### src/rtl/pc_seq_ctrl.sv
// rtl/pc_seq_ctrl.sv - fetch PC sequencer with stall hold and prioritised redirect buffering
// Optional feature macro: PC_SEQ_CTRL_ALIGN_CHK_EN (misaligned redirect targets trap to EXC_VEC).
module pc_seq_ctrl #(
  parameter logic [31:0] RESET_VEC = 32'hBFC00000,
  parameter logic [31:0] EXC_VEC   = 32'hBFC00380
) (
  input  logic        clk,
  input  logic        rst,
  input  logic        stall_i,
  input  logic        br_valid,
  input  logic [31:0] br_target,
  input  logic        exc_valid,
  input  logic        eret_valid,
  input  logic [31:0] epc,
  output logic [31:0] pc,
  output logic [31:0] saved_pc,
  output logic        pc_stall,
  output logic        flush,
  output logic        redir_pend,
  output logic        align_exc,
  output logic [31:0] bad_vaddr
);

  typedef enum logic [1:0] {RUN, HOLD, HOLD_PEND} state_t;

  // Redirect priorities; larger value wins, PRI_NONE means no redirect.
  localparam logic [1:0] PRI_NONE = 2'd0;
  localparam logic [1:0] PRI_BR   = 2'd1;
  localparam logic [1:0] PRI_ERET = 2'd2;
  localparam logic [1:0] PRI_EXC  = 2'd3;

  state_t      state_q, state_d;
  logic [31:0] pc_q, pc_d;
  logic [31:0] saved_pc_q, saved_pc_d;
  logic [1:0]  pend_pri_q, pend_pri_d;
  logic [31:0] pend_tgt_q, pend_tgt_d;
  logic        flush_q, flush_d;
  logic        align_exc_q, align_exc_d;
  logic [31:0] bad_vaddr_q, bad_vaddr_d;

  logic [1:0]  live_pri;
  logic [31:0] live_tgt;
  logic [1:0]  sel_pri;
  logic [31:0] sel_tgt;
  logic [31:0] load_tgt;
  logic        load_misal;
  logic        load;

  // Highest-priority redirect presented this cycle (raw, unchecked target).
  always_comb begin
    live_pri = PRI_NONE;
    live_tgt = br_target;
    if (exc_valid) begin
      live_pri = PRI_EXC;
      live_tgt = EXC_VEC;
    end else if (eret_valid) begin
      live_pri = PRI_ERET;
      live_tgt = epc;
    end else if (br_valid) begin
      live_pri = PRI_BR;
      live_tgt = br_target;
    end
  end

  // Pending buffer only beats a live redirect when strictly higher priority.
  always_comb begin
    sel_pri = live_pri;
    sel_tgt = live_tgt;
    if ((state_q == HOLD_PEND) && (pend_pri_q > live_pri)) begin
      sel_pri = pend_pri_q;
      sel_tgt = pend_tgt_q;
    end
  end

  // Alignment handling of the selected branch/eret target.
  always_comb begin
    load_tgt   = sel_tgt;
    load_misal = 1'b0;
    if ((sel_pri == PRI_BR) || (sel_pri == PRI_ERET)) begin
`ifdef PC_SEQ_CTRL_ALIGN_CHK_EN
      if (sel_tgt[1:0] != 2'b00) begin
        load_misal = 1'b1;
        load_tgt   = EXC_VEC;
      end
`else
      load_tgt = {sel_tgt[31:2], 2'b00};
`endif
    end
  end

  // Next-state logic: hold during stalls, buffer redirects, load pc when fetch proceeds.
  always_comb begin
    state_d     = state_q;
    pc_d        = pc_q;
    saved_pc_d  = saved_pc_q;
    pend_pri_d  = pend_pri_q;
    pend_tgt_d  = pend_tgt_q;
    flush_d     = 1'b0;
    align_exc_d = 1'b0;
    bad_vaddr_d = bad_vaddr_q;
    load        = 1'b0;
    case (state_q)
      RUN: begin
        if (stall_i) begin
          saved_pc_d = pc_q;
          if (live_pri != PRI_NONE) begin
            pend_pri_d = live_pri;
            pend_tgt_d = live_tgt;
            state_d    = HOLD_PEND;
          end else begin
            state_d = HOLD;
          end
        end else begin
          load = 1'b1;
        end
      end
      HOLD, HOLD_PEND: begin
        if (stall_i) begin
          // pend_pri_q is PRI_NONE in HOLD, so any live redirect is taken there.
          if ((live_pri != PRI_NONE) && (live_pri >= pend_pri_q)) begin
            pend_pri_d = live_pri;
            pend_tgt_d = live_tgt;
            state_d    = HOLD_PEND;
          end
        end else begin
          load       = 1'b1;
          pend_pri_d = PRI_NONE;
          state_d    = RUN;
        end
      end
      default: begin
        state_d    = RUN;
        pend_pri_d = PRI_NONE;
      end
    endcase
    if (load) begin
      if (sel_pri != PRI_NONE) begin
        pc_d        = load_tgt;
        flush_d     = 1'b1;
        align_exc_d = load_misal;
        if (load_misal) bad_vaddr_d = sel_tgt;
      end else begin
        pc_d = pc_q + 32'd4;
      end
    end
  end

  // State registers with synchronous reset that discards any buffered redirect.
  always_ff @(posedge clk) begin
    if (rst) begin
      state_q     <= RUN;
      pc_q        <= RESET_VEC;
      saved_pc_q  <= RESET_VEC;
      pend_pri_q  <= PRI_NONE;
      pend_tgt_q  <= 32'd0;
      flush_q     <= 1'b0;
      align_exc_q <= 1'b0;
      bad_vaddr_q <= 32'd0;
    end else begin
      state_q     <= state_d;
      pc_q        <= pc_d;
      saved_pc_q  <= saved_pc_d;
      pend_pri_q  <= pend_pri_d;
      pend_tgt_q  <= pend_tgt_d;
      flush_q     <= flush_d;
      align_exc_q <= align_exc_d;
      bad_vaddr_q <= bad_vaddr_d;
    end
  end

  assign pc         = pc_q;
  assign saved_pc   = saved_pc_q;
  assign pc_stall   = (state_q != RUN);
  assign redir_pend = (state_q == HOLD_PEND);
  assign flush      = flush_q;
  assign align_exc  = align_exc_q;
  assign bad_vaddr  = bad_vaddr_q;

endmodule

### config.mk
export PLATFORM = sky130hd
export DESIGN_NAME = pc_seq_ctrl
export DESIGN_NICKNAME = d
export VERILOG_FILES = /design/src/rtl/pc_seq_ctrl.sv
export SDC_FILE = /design/constraint.sdc
export NUM_CORES = 1
export LEC_CHECK = 0
export ABC_AREA = 1
export CORE_ASPECT_RATIO = 1.75
export CORE_MARGIN = 1.5
export CORE_UTILIZATION = 50
export CTS_BUF_LIST = sky130_fd_sc_hd__clkbuf_16
export CTS_CLUSTER_DIAMETER = 120
export DETAILED_ROUTE_END_ITERATION = 8
export GPL_TIMING_DRIVEN = 0
export PLACE_DENSITY = 0.86
export SLEW_MARGIN = 30
export SYNTH_ARGS = -nofsm -noshare
export SYNTH_HDL_FRONTEND = slang
export SYNTH_SLANG_ARGS = --single-unit
### constraint.sdc
create_clock -name clk -period 4.43 [get_ports clk]
set_input_delay 0.886 -clock clk [delete_from_list [all_inputs] [get_ports clk]]
set_output_delay 0.886 -clock clk [all_outputs]
set_load 0.05 [all_outputs]
==> impl_metrics.tcl, run 1 <==
set metrics [dict create \
    synth_compound_area_share_pct 16.0 \
    drive_gt1_share_pct 11.3 \
    clk_latency_ns 0.36 \
    initial_core_util_pct 51.4 \
    max_freq_mhz 257 \
    root_buffer "clkbuf_16" \
    dp_cells 1343 \
    cts_resized 0 \
    wl_per_cell_um 15.9 \
    netlist.area_leader.share_pct 31.5 \
    multi_input_area_um2 3640 \
    post_dp_cell_area_um2 8090 \
    synthSimpleGateAreaFrac_pct 37.0 \
    r2r_start "state_q[0]$_SDFFE_PP0P_" \
    final_common_cell "nand2_1" \
    postRouteAntennaNets 0 \
    layout_common_cells "267 x nand2_1, 141 x nor2_1, 133 x clkdlybuf4s50_1, 101 x dfxtp_1, 81 x a21oi_1" \
    viasPerCell 5.22 \
    skew_ns 0.0130 \
    finalCritPeriodShare_pct 87.8 \
    worstHoldStart "pend_tgt_q[12]$_SDFFE_PP0P_" \
    cp_num_buf_inv 7 \
    dr_wl_met3_um 1070 \
    io_pins 170 \
    status "finished, final reports clean" \
    ys_seq_area_share_pct 31.5 \
    cts_tree "yes" \
    synth_edf_count 0 \
    clk_pin_slew_ns 0.08 \
    area_growth_pct 30.6 \
    cts_setup_buffers 0 \
    max_stage_delay_ns 0.39 \
    first_pass_iters 6 \
    r2r_setup_slack_ns 0.97 \
    synthMuxAreaShare_pct 0 \
    synthTopCellsByArea "dfxtp_1 31%, nand2_1 16%, nor2_1 8.2%" \
    portBuffers 133 \
    synthXorXnorAreaFrac_pct 0.545 \
    regToRegEndpoint "pc[18]$_SDFFE_PP0P_" \
    met1Wirelength_um 7670 \
    hold_viol 0 \
    slew_violations 0 \
    totalPowerFinal_mw 4.29 \
    postSynthCellCount 1010 \
    rsz0062_at_grt "false" \
    nets 1262 \
    die_h_um 153 \
    ys.flop_type "dfxtp_1" \
    relSlewSlack_pct 49.8 \
    path_delay_family "buffers and inverters" \
    post-place-ws_ns 0.232 \
    min_to "pend_tgt_q[12]$_SDFFE_PP0P_" \
    syn-cell-area_um2 6430 \
    setup_slack_ns 0.539 \
    ys_seq_elements 101 \
    antenna_found_initial 0 \
    critPathKind "input port to flop" \
    grt_max_degree 19 \
    async_flop_share_pct 0 \
    globalplace.congestion 1.02 \
    grtUsageTotal_pct 32.0 \
    maxCapViolCount 0 \
    r2r_cells 15 \
    power.density_nw_per_um2 511 \
    final-setup-viol-count 0 \
    antenna_cells 0 \
    grt_overflow 0 \
    end_kind "flop" \
    worst_path_max_delay_cell "clkbuf_1" \
    whs_ns 0.473 \
    drt_iter0_drc 366 \
    yosys_warnings 0 \
    cts.sink_count 101 \
    std_cell_rows 54 \
    setup_tns_ns 0 \
    path_cells "buf_4, nor2_2, inv_1, ha_1, nand2_4, nand3_2, clkbuf_1, nand3_1, o21ai_0, ha_1, clkbuf_1, inv_1, clkbuf_1, nand3_1, nand3_1, nand2_1, inv_1" \
    min_path_type "flop to flop" \
    syn_avg_cell_area_um2 6.36 \
    hold-path-cell-count 2 \
    final_util_pct 67.2 \
    grt_pass1_vias 6794 \
    clk_path_buf_depth 2 \
    crit_path_max_fanout 10 \
    design_area_um2 8390 \
    top_layer "met4" \
    tightest_slew_ns 0.753 \
    cts_hold_buf 0 \
    fillers 1187 \
    fin_crit_ns 3.89 \
    htreeDepth 3 \
    core_region_area_um2 12500 \
    synth_cell_type_count 35 \
    crit_required_ns 4.70 \
    die-area_um2 13600 \
    seqCellArea_um2 2020 \
    yosysTopAreaCell "dfxtp_1" \
    peakVddDrop_mv 0.407 \
    dp_hpwl_um 17400 \
    wl_met2_um 11200 \
    die_w_um 88.7 \
    vias 7091 \
    wl_um 21600 \
    synth_top_family_by_area "simple AND/OR/NAND/NOR gates" \
    cp.arrival_ns 4.16 \
    fin_cells 1359 \
    cts_buffers 9 \
    start_kind "input port" \
    synthAdderAreaFrac_pct 1.17 \
    drc_errors 0 \
    grt_pass1_wl_um 33200 \
    p_leak_nw 3.69 \
]
-- state kept, by name, indices dropped and copies added (netlist names) --
signal,cells
pc,32
pend_tgt_q,32
saved_pc,32
pend_pri_q,2
state_q,2
flush,1
-- worst max-delay path by stage --
stage	cells after the start	slack (ns)	startpoint	endpoint
2_1_floorplan	17	1.06	exc_valid	pc[3]$_SDFFE_PP0P_
3_3_place_gp	17	0.23	exc_valid	pc[17]$_SDFFE_PP0P_
3_5_place_dp	17	0.23	exc_valid	pc[17]$_SDFFE_PP0P_
4_1_cts	17	0.60	exc_valid	pc[17]$_SDFFE_PP0P_
5_1_grt	17	0.27	exc_valid	pc[17]$_SDFFE_PP0P_
6_report	17	0.54	exc_valid	pc[17]$_SDFFE_PP0P_
-- worst reg2reg max path, delay by kind of cell (launching register included) --
kind / cells / cell delay, ns
AOI/OAI and AO/OA: 2 / 0.23
adders and majority gates: 2 / 0.40
buffers and inverters: 6 / 1.78
DFF: 1 / 0.32
and+or+nand+nor: 5 / 0.67
-- metal layers --
metal / track usage [%] / vias up
met4: 22.8 / 0
met3: 4.75 / 79
met5: 0 / -
met1: 31.9 / 3154
met2: 57.8 / 311
li1: - / 3547
-- final cells by class --
type                            instances  share of cell area, %
Multi-Input combinational cell        762                   43.3
Tap cell                              168                   2.50
Clock inverter                          7                  0.969
Inverter                               87                   3.98
Sequential cell                       101                   24.1
Clock buffer                            9                   2.68
Buffer                                 92                   6.57
Timing Repair Buffer                  133                   15.9
-- cells by family (layout without fill, tap and decap cells) --
kind of cell             count (synthesis)  in the layout
buffers and inverters                  179            328
adder cells (fa/ha/maj)                  6              6
flip-flops                             101            101
XOR/XNOR                                 4              4
AO/OA/AOI/OAI                          181            181
AND/OR/NAND/NOR                        538            538
other                                    1             33
-- Yosys cell counts (15+ instances only) --
| cell type | count |
|---|---|
| nand2_1 | 267 |
| nor2_1 | 141 |
| a21oi_2 | 18 |
| buf_4 | 39 |
| nand3_2 | 21 |
| clkbuf_1 | 33 |
| o21ai_0 | 56 |
| dfxtp_1 | 101 |
| nand3_1 | 64 |
| inv_1 | 79 |
| nand4_1 | 18 |
| a21oi_1 | 81 |
| o211ai_1 | 15 |
-- where the power goes --
group	leakage [nW]	total (mW)	switching [mW]	internal [mW]
Combinational	2.71	2.16	1.44	0.722
Clock	0.152	0.838	0.391	0.447
Sequential	0.833	1.29	0.169	1.12
(Power assumes the default switching activity.)
==> run 2: changes to the inputs <==
==> constraint.sdc (replaced) <==
create_clock -name clk -period 4.4 [get_ports clk]
set_input_delay 0.88 -clock clk [delete_from_list [all_inputs] [get_ports clk]]
set_output_delay 0.88 -clock clk [all_outputs]
set_load 0.05 [all_outputs]
==> results of run 2 <==
The final DEF is identical to that of run 1. Status: finished, final reports clean.
Among the figures that moved: setup slack after placement 0.232 ns -> 0.208 ns; setup slack after layout 0.539 ns -> 0.515 ns; register-to-register setup slack 0.97 ns -> 0.94 ns; total power 4.29 mW -> 4.32 mW; worst IR drop on VDD 0.407 mV -> 0.409 mV
==> run 3: changes to the inputs <==
--- a/config.mk
+++ b/config.mk
@@ -14,7 +14,6 @@
 export DETAILED_ROUTE_END_ITERATION = 8
 export GPL_TIMING_DRIVEN = 0
 export PLACE_DENSITY = 0.86
-export SLEW_MARGIN = 30
 export SYNTH_ARGS = -nofsm -noshare
 export SYNTH_HDL_FRONTEND = slang
 export SYNTH_SLANG_ARGS = --single-unit
==> results of run 3 <==
The final DEF is identical to that of run 1. Status: finished, final reports clean.
Among the figures that moved: setup slack after placement 0.232 ns -> 0.208 ns; setup slack after layout 0.539 ns -> 0.515 ns; register-to-register setup slack 0.97 ns -> 0.94 ns; total power 4.29 mW -> 4.32 mW; worst IR drop on VDD 0.407 mV -> 0.409 mV
